`src/rtl/uart_pkg.sv`:
```
// Shared UART definitions: parity-mode codes, transmitter state encoding
// and the default baud divisor (50 MHz system clock, 115.2 kbaud).
package uart_pkg;

   localparam int unsigned PARITY_NONE = 0;
   localparam int unsigned PARITY_EVEN = 1;
   localparam int unsigned PARITY_ODD  = 2;

   localparam int unsigned UART_DIV_115200_50M = 434;

   typedef enum logic [2:0] {
      ST_IDLE,
      ST_START,
      ST_DATA,
      ST_PAR,
      ST_STOP
   } tx_state_e;

endpackage

```
`src/rtl/uart_tx_stream_if.sv`:
```
// Valid/ready byte stream into the UART transmitter.
//   in_data  : word to queue
//   in_valid : in_data is valid this cycle
//   in_ready : transmitter FIFO can accept a word (not full)
interface uart_tx_stream_if #(
   parameter int unsigned DATA_BITS = 8
);
   logic [DATA_BITS-1:0] in_data;
   logic                 in_valid;
   logic                 in_ready;

   modport master (output in_data, output in_valid, input in_ready);
   modport slave  (input in_data, input in_valid, output in_ready);
endinterface

```
`src/rtl/uart_tx_fifo.sv`:
```
// Single-clock transmit FIFO. Full/empty are decided by the word count;
// pointers wrap naturally because DEPTH is a power of two. Storage is not
// reset: clearing the count is enough to discard queued words.
//   clock_50M, rst : clock, async active-high reset
//   push, wr_data  : write request (ignored while full)
//   pop, rd_data_c : read request (ignored while empty), head word
//   full_c, empty_c, count : occupancy
module uart_tx_fifo #(
   parameter int unsigned WIDTH = 8,
   parameter int unsigned DEPTH = 16
) (
   input  logic                     clock_50M,
   input  logic                     rst,
   input  logic                     push,
   input  logic [WIDTH-1:0]         wr_data,
   input  logic                     pop,
   output logic [WIDTH-1:0]         rd_data_c,
   output logic                     full_c,
   output logic                     empty_c,
   output logic [$clog2(DEPTH):0]   count
);
   localparam int unsigned PTR_W = $clog2(DEPTH);
   localparam int unsigned CNT_W = PTR_W + 1;

   logic [WIDTH-1:0] mem [DEPTH];
   logic [PTR_W-1:0] wr_ptr;
   logic [PTR_W-1:0] rd_ptr;
   logic             push_ok;
   logic             pop_ok;

   assign full_c    = (count == CNT_W'(DEPTH));
   assign empty_c   = (count == '0);
   assign rd_data_c = mem[rd_ptr];
   assign push_ok   = push && !full_c;
   assign pop_ok    = pop && !empty_c;

   // Pointer and occupancy tracking
   always_ff @(posedge clock_50M or posedge rst) begin
      if (rst) begin
         wr_ptr <= '0;
         rd_ptr <= '0;
         count  <= '0;
      end else begin
         if (push_ok) wr_ptr <= wr_ptr + PTR_W'(1);
         if (pop_ok)  rd_ptr <= rd_ptr + PTR_W'(1);
         case ({push_ok, pop_ok})
            2'b10:   count <= count + CNT_W'(1);
            2'b01:   count <= count - CNT_W'(1);
            default: count <= count;
         endcase
      end
   end

   // Storage write
   always_ff @(posedge clock_50M) begin
      if (push_ok) mem[wr_ptr] <= wr_data;
   end

endmodule

```
`src/rtl/uart_tx_stream.sv`:
```
// UART transmitter with built-in transmit FIFO and valid/ready input.
// Frame: start(0), DATA_BITS data LSB first, optional parity, STOP_BITS
// stop(1); every bit lasts CLK_DIV clocks. Back-to-back frames have no gap.
// Optional build macro UART_TX_CTS_EN adds an active-low clear-to-send input
// that gates the start of each frame (never truncates a running one).
//   clock_50M, rst : clock, async active-high reset
//   stream         : valid/ready input (in_data, in_valid, in_ready)
//   tx             : serial line, idles high
//   busy           : a frame is on the line
//   fifo_count     : words queued
//   cts_n          : clear-to-send, active-low (UART_TX_CTS_EN only)
module uart_tx_stream
   import uart_pkg::*;
#(
   parameter int unsigned CLK_DIV    = UART_DIV_115200_50M,
   parameter int unsigned DATA_BITS  = 8,
   parameter int unsigned PARITY     = PARITY_NONE,
   parameter int unsigned STOP_BITS  = 1,
   parameter int unsigned FIFO_DEPTH = 16
) (
   input  logic                        clock_50M,
   input  logic                        rst,
   uart_tx_stream_if.slave             stream,
   output logic                        tx,
   output logic                        busy,
   output logic [$clog2(FIFO_DEPTH):0] fifo_count
`ifdef UART_TX_CTS_EN
   ,
   input  logic                        cts_n
`endif
);
   // Elaboration-time parameter legality
   if (CLK_DIV < 2 || CLK_DIV > 65535) begin : g_bad_div
      $error("uart_tx_stream: CLK_DIV out of range 2..65535");
   end
   if (DATA_BITS < 5 || DATA_BITS > 8) begin : g_bad_bits
      $error("uart_tx_stream: DATA_BITS out of range 5..8");
   end
   if (PARITY > PARITY_ODD) begin : g_bad_par
      $error("uart_tx_stream: PARITY must be 0, 1 or 2");
   end
   if (STOP_BITS < 1 || STOP_BITS > 2) begin : g_bad_stop
      $error("uart_tx_stream: STOP_BITS must be 1 or 2");
   end
   if (FIFO_DEPTH < 2 || (FIFO_DEPTH & (FIFO_DEPTH - 1)) != 0) begin : g_bad_depth
      $error("uart_tx_stream: FIFO_DEPTH must be a power of two >= 2");
   end

   logic [DATA_BITS-1:0] head_c;
   logic                 full_c;
   logic                 empty_c;
   logic                 pop_c;
   logic                 clear_c;
   logic                 start_ok_c;
   logic                 last_c;

   tx_state_e            state_q, state_n;
   logic [15:0]          cnt_q, cnt_n;
   logic [2:0]           bit_q, bit_n;
   logic [DATA_BITS-1:0] sh_q, sh_n;
   logic                 par_q, par_n;
   logic                 tx_n;

   uart_tx_fifo #(
      .WIDTH (DATA_BITS),
      .DEPTH (FIFO_DEPTH)
   ) u_fifo (
      .clock_50M (clock_50M),
      .rst       (rst),
      .push      (stream.in_valid),
      .wr_data   (stream.in_data),
      .pop       (pop_c),
      .rd_data_c (head_c),
      .full_c    (full_c),
      .empty_c   (empty_c),
      .count     (fifo_count)
   );

   assign stream.in_ready = !full_c;
   assign busy            = (state_q != ST_IDLE);

`ifdef UART_TX_CTS_EN
   // Two-flop synchroniser; resets to "not clear"
   logic cts_meta_q;
   logic cts_sync_q;
   always_ff @(posedge clock_50M or posedge rst) begin
      if (rst) begin
         cts_meta_q <= 1'b1;
         cts_sync_q <= 1'b1;
      end else begin
         cts_meta_q <= cts_n;
         cts_sync_q <= cts_meta_q;
      end
   end
   assign clear_c = !cts_sync_q;
`else
   assign clear_c = 1'b1;
`endif

   assign start_ok_c = !empty_c && clear_c;
   assign last_c     = (cnt_q == 16'(CLK_DIV - 1));

   // Serialiser state register
   always_ff @(posedge clock_50M or posedge rst) begin
      if (rst) begin
         state_q <= ST_IDLE;
         cnt_q   <= '0;
         bit_q   <= '0;
         sh_q    <= '0;
         par_q   <= 1'b0;
         tx      <= 1'b1;
      end else begin
         state_q <= state_n;
         cnt_q   <= cnt_n;
         bit_q   <= bit_n;
         sh_q    <= sh_n;
         par_q   <= par_n;
         tx      <= tx_n;
      end
   end

   // Serialiser next-state and line value
   always_comb begin
      state_n = state_q;
      cnt_n   = cnt_q + 16'd1;
      bit_n   = bit_q;
      sh_n    = sh_q;
      par_n   = par_q;
      tx_n    = tx;
      pop_c   = 1'b0;
      case (state_q)
         ST_IDLE: begin
            cnt_n = '0;
            tx_n  = 1'b1;
            if (start_ok_c) pop_c = 1'b1;
         end
         ST_START: begin
            if (last_c) begin
               state_n = ST_DATA;
               cnt_n   = '0;
               bit_n   = '0;
               tx_n    = sh_q[0];
            end
         end
         ST_DATA: begin
            if (last_c) begin
               cnt_n = '0;
               if (bit_q == 3'(DATA_BITS - 1)) begin
                  bit_n = '0;
                  if (PARITY != PARITY_NONE) begin
                     state_n = ST_PAR;
                     tx_n    = par_q;
                  end else begin
                     state_n = ST_STOP;
                     tx_n    = 1'b1;
                  end
               end else begin
                  bit_n = bit_q + 3'd1;
                  sh_n  = sh_q >> 1;
                  tx_n  = sh_n[0];
               end
            end
         end
         ST_PAR: begin
            if (last_c) begin
               state_n = ST_STOP;
               cnt_n   = '0;
               bit_n   = '0;
               tx_n    = 1'b1;
            end
         end
         ST_STOP: begin
            if (last_c) begin
               cnt_n = '0;
               if (bit_q == 3'(STOP_BITS - 1)) begin
                  if (start_ok_c) begin
                     pop_c = 1'b1;
                  end else begin
                     state_n = ST_IDLE;
                     tx_n    = 1'b1;
                  end
               end else begin
                  bit_n = bit_q + 3'd1;
               end
            end
         end
         default: begin
            state_n = ST_IDLE;
            tx_n    = 1'b1;
         end
      endcase

      // Launch a frame from the FIFO head (from IDLE or straight out of STOP)
      if (pop_c) begin
         state_n = ST_START;
         cnt_n   = '0;
         bit_n   = '0;
         sh_n    = head_c;
         par_n   = (^head_c) ^ (PARITY == PARITY_ODD);
         tx_n    = 1'b0;
      end
   end

endmodule

```
`src/flat_wrapper.sv`:
```
// flat-port wrapper written by rule: the top's interface ports become plain ports
module uart_tx_stream_flat import uart_pkg::*;
#(
   parameter int unsigned CLK_DIV    = UART_DIV_115200_50M,
   parameter int unsigned DATA_BITS  = 8,
   parameter int unsigned PARITY     = PARITY_NONE,
   parameter int unsigned STOP_BITS  = 1,
   parameter int unsigned FIFO_DEPTH = 16
)
  (clock_50M, rst, tx, busy, fifo_count, stream_in_data, stream_in_valid, stream_in_ready);
  uart_tx_stream_if #(.DATA_BITS(DATA_BITS)) stream_i ();
  input  logic clock_50M;
  input  logic rst;
  output logic tx;
  output logic busy;
  output logic [$clog2(FIFO_DEPTH):0] fifo_count;
  input wire logic [$bits(stream_i.in_data)-1:0] stream_in_data;
  input wire logic [$bits(stream_i.in_valid)-1:0] stream_in_valid;
  output wire logic [$bits(stream_i.in_ready)-1:0] stream_in_ready;
  assign stream_i.in_data = stream_in_data;
  assign stream_i.in_valid = stream_in_valid;
  assign stream_in_ready = stream_i.in_ready;
  uart_tx_stream #(.CLK_DIV(CLK_DIV), .DATA_BITS(DATA_BITS), .PARITY(PARITY), .STOP_BITS(STOP_BITS), .FIFO_DEPTH(FIFO_DEPTH)) u_core (.clock_50M(clock_50M), .rst(rst), .stream(stream_i), .tx(tx), .busy(busy), .fifo_count(fifo_count));
endmodule
```
`config.mk`:
```
export PLATFORM = sky130hd
export DESIGN_NAME = uart_tx_stream_flat
export DESIGN_NICKNAME = d
export VERILOG_FILES = /design/src/rtl/uart_pkg.sv /design/src/rtl/uart_tx_stream_if.sv /design/src/rtl/uart_tx_fifo.sv /design/src/rtl/uart_tx_stream.sv /design/src/flat_wrapper.sv
export SDC_FILE = /design/constraint.sdc
export NUM_CORES = 1
export LEC_CHECK = 0
export ABC_AREA = 1
export CAP_MARGIN = 20
export CORE_MARGIN = 2
export CORE_UTILIZATION = 62
export DETAILED_ROUTE_END_ITERATION = 12
export PLACE_DENSITY = 0.8
export SYNTH_ARGS = -nofsm -noshare
export SYNTH_HDL_FRONTEND = slang
export SYNTH_HIERARCHICAL = 1
export SYNTH_SLANG_ARGS = --single-unit
```
`constraint.sdc`:
```
create_clock -name clock_50M -period 3.5 [get_ports clock_50M]
set_clock_uncertainty 0.15 [all_clocks]
set_input_delay 0.7 -clock clock_50M [delete_from_list [all_inputs] [get_ports clock_50M]]
set_output_delay 0.7 -clock clock_50M [all_outputs]
set_load 0.005 [all_outputs]
```
* After elaboration in Yosys (flattened, before gate mapping)
Memories as Yosys holds them, arrays and structs flattened. Index checks and enable logic that the tools add are counted.
Operators by class: add/sub/neg operators 6, equal/unequal tests 20, muxes and demuxes 39, reductions and logical operators 18
Operators with widths (number):
- 3-bit 2-to-1 mux | 14
- 16-bit 2-to-1 mux | 2
- 8-bit 2-to-1 mux | 4
- 16-bit case mux with 2 select lines | 1
- 3-bit by 2-bit != test with 1-bit output (second input constant) | 7
- 16-bit by 1-bit adder with 16-bit output (second input constant) | 1
- 16-bit by 9-bit == test with 1-bit output (second input constant) | 1
- 3-bit case mux with 5 select lines | 1
- 1-bit 2-to-1 mux | 13
- 5-bit case mux with 2 select lines | 1
- 3-bit case mux with 3 select lines | 1
- 4-bit by 1-bit adder with 4-bit output (second input constant) | 2
- 8-bit AND reduction | 1
- 3-bit by 2-bit == test with 1-bit output (second input constant) | 2
- 3-bit == test (second input constant) | 2
- 3-bit zero test | 2
- 6-bit AND reduction | 1
- 2-bit nonzero test | 3
- 5-bit by 1-bit adder with 5-bit output (second input constant) | 1
- 5-bit == test (second input constant) | 1
- 5-bit zero test | 1
- 5-bit AND reduction | 1
- 5-bit by 1-bit subtractor with 5-bit output (second input constant) | 1
- 2-bit != test (second input constant) | 2
- other kinds (15) | 17
Storage, ports and cells: register bits 44, memory bits (writable) 128, bits of input ports 11, output and inout bits 8, logic and storage cells 92, memories kept 1
Memories:
- u_core.u_fifo.mem | words 16, bits a word 8, read ports 1, clocked after memory_dff 0, wr ports 1, line uart_tx_fifo.sv:25 | logic [WIDTH-1:0] mem [DEPTH];

* Depth between registers and ports, before layout
Gate-level depths: netlist of run 1.
word-level depth 8, mapped depth 19, gate-level depth less buffers 19

* Modules after synthesis
The synthesis of run 1 kept the hierarchy.
By module, submodules not included:
- uart_tx_fifo | times used 1, cells an instance 625, area an instance 6237.2 um^2, seq. area each 4169.0 um^2
- uart_tx_stream | times used 1, cells an instance 260, area an instance 1956.9 um^2, seq. area each 777.0 um^2

* Worst setup path after synthesis of run 1
OpenSTA, ideal clock, no wires.
path type register -> register, start register u_core.cnt_q[1], end register u_core.u_fifo.count[4], library setup time 117 ps, arrival time 2414 ps, required time 3233 ps, setup slack 819 ps, cell stages (with the launch flop) 20, buffers on the path 0, period minus slack after synthesis 2681 ps, path through dfrtp_1 inv_1 ha_1 nand2_1 nor2_1 nand4_4 nand2_4 nand2_1 inv_1 ha_1 inv_1 fa_1 inv_1 nand2_1 nand2_1 nand2_1 nand2_1 nand2_1 nand2_1 nand2_1
On the way: longest elaborated chain between the ends 6, elaborated cells on any way between the ends 8, those cells by class eq/ne (3); mux (3); reduce/logical (2)
Ends and longest elaborated chain:
- start, declared | line uart_tx_stream.sv:58 | logic [15:0] cnt_q, cnt_n;
- start signal, assigned | line uart_tx_stream.sv:114 | cnt_q <= cnt_n;
- 16-bit by 9-bit == test with 1-bit output * | line uart_tx_stream.sv:101 | assign last_c = (cnt_q == 16'(CLK_DIV - 1));
- 1-bit 2-to-1 mux * | line uart_tx_stream.sv:173 | if (last_c) begin
- 1-bit case mux with 2 select lines * | line uart_tx_stream.sv:131 | case (state_q)
- via u_core.pop_c | line uart_tx_stream.sv:52 | logic pop_c;
- 1-bit logical AND * | line uart_tx_fifo.sv:35 | assign pop_ok = pop && !empty_c;
- via u_core.u_fifo.pop_ok | line uart_tx_fifo.sv:29 | logic pop_ok;
- 2-bit by 1-bit == test with 1-bit output / 2-bit == test (equally long branches) | line uart_tx_fifo.sv:46 | case ({push_ok, pop_ok})
- 5-bit case mux with 2 select lines / 2-bit nonzero test (equally long branches)
- end signal, assigned | line uart_tx_fifo.sv:47 | 2'b10: count <= count + CNT_W'(1);
- end signal, assigned | line uart_tx_fifo.sv:48 | 2'b01: count <= count - CNT_W'(1);
- end signal, assigned | line uart_tx_fifo.sv:49 | default: count <= count;
- end, declared | line uart_tx_fifo.sv:20 | output logic [$clog2(DEPTH):0] count
The timed path passes the listed nets; every way through them passes the cells marked *. A chain may end at the register's enable or synchronous reset.

* Worst setup path after layout of run 1
Ends and elaborated chain as after synthesis.

==> metrics, run 1 <==
status finished, final reports clean; Initial Util 0.626; Yosys warning total 6; CTS max path bufs 2; Synth Instances 885; Synth async-reset ratio 0.256; first-pass GRT wire length 27.0 mm; vias 5,788; CP peak stage delay 0.40 ns; placer congestion estimate between 0.8 and 0.9; crit path DAT 3.26 ns; most used cell, CP nand2_1; setup TNS 0 ns; mux cell area share after synthesis 0; cts hold-fix bufs 0; RSZ-0062 raised after global routing false; worst-path cell chain inv_1 -> ha_1 -> nand2_1 -> nor2_1 -> nand4_4 -> nand2_4 -> nand2_1 -> inv_1 -> ha_1 -> inv_1 -> fa_1 -> inv_1 -> nand2_1 -> nand2_1 -> nand2_1 -> nand2_1 -> nand2_1 -> nand2_1 -> nand2_1; DR vias/cell 5.24; DR iter-0 viols a little over 500; R2R Path Start u_core/cnt_q[1]; die width 119 um; number of port buffers 18; Worst Path Required about 3.7 ns; clk sinks approximately 170; crit path from u_core/cnt_q[1]; Yosys top cell by area edfxtp_1; Worst-path clk slew 0.07 ns; ratio of cells with drive above 1 in the final layout 0.0916; final setup fails 0; hold_sp u_core/tx; Post-synth EDFFs 128; Slew headroom 0.388; core footprint around 13,000 sq um; DP Worst Slack 0.455 ns; Hold WC Path Type reg -> reg; drt wl/cell 15.1 um; Sequential Area roughly 5000 sq um; sequential-to-total area share from yosys stat 0.604; final instance area between 9000 and 10,000 sq um; Adder-Cell Fraction of Synth Area 0.0238; Diodes inserted 0; Nets about 940; CTS H-Tree Depth 4; area growth from synthesis to layout 11.7%; remaining antenna violation count 0; DP HPWL 10.8 mm; Worst-Skew Late Latency around 0.43 ns; crit-path leading delay family simple AND/OR/NAND/NOR gates; library cells used by synthesis 37; Seq cells post-synth 172; Startpoint Class flip-flop; Least-Margin Pin Slew 0.916 ns; Top FF cell, synth edfxtp_1; Synth Area in XOR/XNOR 0.0160; critical path type reg -> reg; Placed Area ~8600 sq um; root buf cell clkbuf_16; Max-Cap Viols 0; Mapped Area 8190 sq um; fin. max-slew vios 0; TritonCTS buffer count 17; Final WS setup 0.416 ns; P per Cell Area 523 nW/um^2; post-CTS setup buffers 0; TritonCTS clock tree built; row count 42; largest family of logic cells by synthesized area simple AND/OR/NAND/NOR gates; die height 119 um; remaining global-route overflow 0; most frequent cells in the layout 300 x nand2_1, 128 x edfxtp_1, 111 x nor2_1, 95 x inv_1, 78 x nand3_1; Mapped Nets 911; Avg Cell Area, Syn just over 9 sq um; Final Hold Vio Count 0; Max Fclk 0.324 GHz; Fillers 930; commonest non-fill, non-tap cell in the layout nand2_1; share of the synthesized area in the top cell type 0.469; Pwr Total ~4800 uW; post-CTS sizing 0; vias in the first global route ~5,600; top cells by area, synth edfxtp_1 47%, nand2_1 14%, dfrtp_1 13%; die area 14,200 sq um; share of synthesized cell area in and, or, nand and nor gates 0.281; fin crit share 0.881; io pins 19; minimum clock period 3.08 ns; WHS about 0.32 ns; area of the multi-input gates roughly 2700 sq um; crit-path max FO 10; P_leak 0.00408 uW; drt first pass iters 5; WP buf/inv 4; Overall Global Routing Usage 0.250; drt total wl about 17 mm; initial antenna violation count 0; DR DRC count 0; CP Capture Type flip-flop; largest net degree at the start of global routing 82; Synth Area in Compound Gates 0.0130; critical path's slowest cell dfrtp_1; worst vdd ir 375 uV
-- layer usage --
layer | part of all wire | wire, um | global-route usage | vias up
li1 | - | - | - | 2889
met1 | 0.42 | 7060 | 0.338 | 2628
met2 | 0.47 | 7790 | 0.390 | 230
met3 | 0.078 | 1300 | 0.0508 | 41
met4 | 0.029 | 490 | 0.125 | 0
met5 | 0 | 0 | 0 | -
-- tightest hold or removal path, cell delays in order (launching register included) --
cell and delay (ns):
dfstp_2 0.37, nand2_1 0.05, nand2_1 0.05
-- cell families after synthesis --
kind of cell    after synthesis
simple gates                536
flops                       172
buf+inv                     128
compound gates               19
xor+xnor                     15
fa+ha+maj                    15
-- layout make-up --
type	count	share of cell area
timing repair buffer	36	0.0344
clock buffer	17	0.0465
multi-input combinational	585	0.298
sequential	172	0.540
tap	176	0.0241
clock inverter	15	0.0141
inverter	103	0.0422
-- cells in the mapped netlist, drive strengths merged (6+ instances only) --
| library cell | instances |
|---|---|
| inv | 103 |
| ha | 14 |
| nand2 | 309 |
| o21ai | 13 |
| nand3 | 79 |
| nand4 | 12 |
| edfxtp | 128 |
| xor2 | 11 |
| nor2 | 122 |
| buf | 21 |
| a21oi | 6 |
| dfrtp | 43 |
-- state kept, by name (all words and copies together) (netlist names) --
signal and count:
u_core/cnt_q 16, u_core/u_fifo/mem 128, u_core/u_fifo/wr_ptr 4, u_core/u_fifo/rd_ptr 4, u_core/tx 1, u_core/state_q 3
u_core/sh_q 8, u_core/u_fifo/count 5, u_core/bit_q 3
-- report_power, final --
| part | internal, uW | total, uW | switching, uW |
|---|---|---|---|
| sequential | 2380 | 2470 | 88.4 |
| clock | 932 | 1740 | 808 |
| combinational | 216 | 579 | 364 |
| total | 3530 | 4790 | 1260 |
-- stage by stage --
stage / utilization / instances
floorplan: - / 885
global placement: 0.657 / 1072
detailed placement: 0.657 / 1072
CTS: 0.700 / 1104
global route: 0.700 / 1104
finish: 0.700 / 1104
-- final timing paths --
kind / end / slack [ns] / cells after the start
max in group asynchronous: u_core/cnt_q[2] / 2.01 / 3
setup / recovery: u_core/u_fifo/count[4] / 0.42 / 19
hold / removal: u_core/tx / 0.32 / 2
hold reg to reg: u_core/tx / 0.32 / 2
setup reg to reg: u_core/u_fifo/count[4] / 0.42 / 19
min in group asynchronous: u_core/u_fifo/count[4] / 0.49 / 2
Power figures use the tool's default switching activity.
==> inputs of run 2 (changes only) <==
SLEW_MARGIN = 20   (was default)
==> results of run 2 <==
The final DEF is identical to that of run 1; final timing and power are the same.
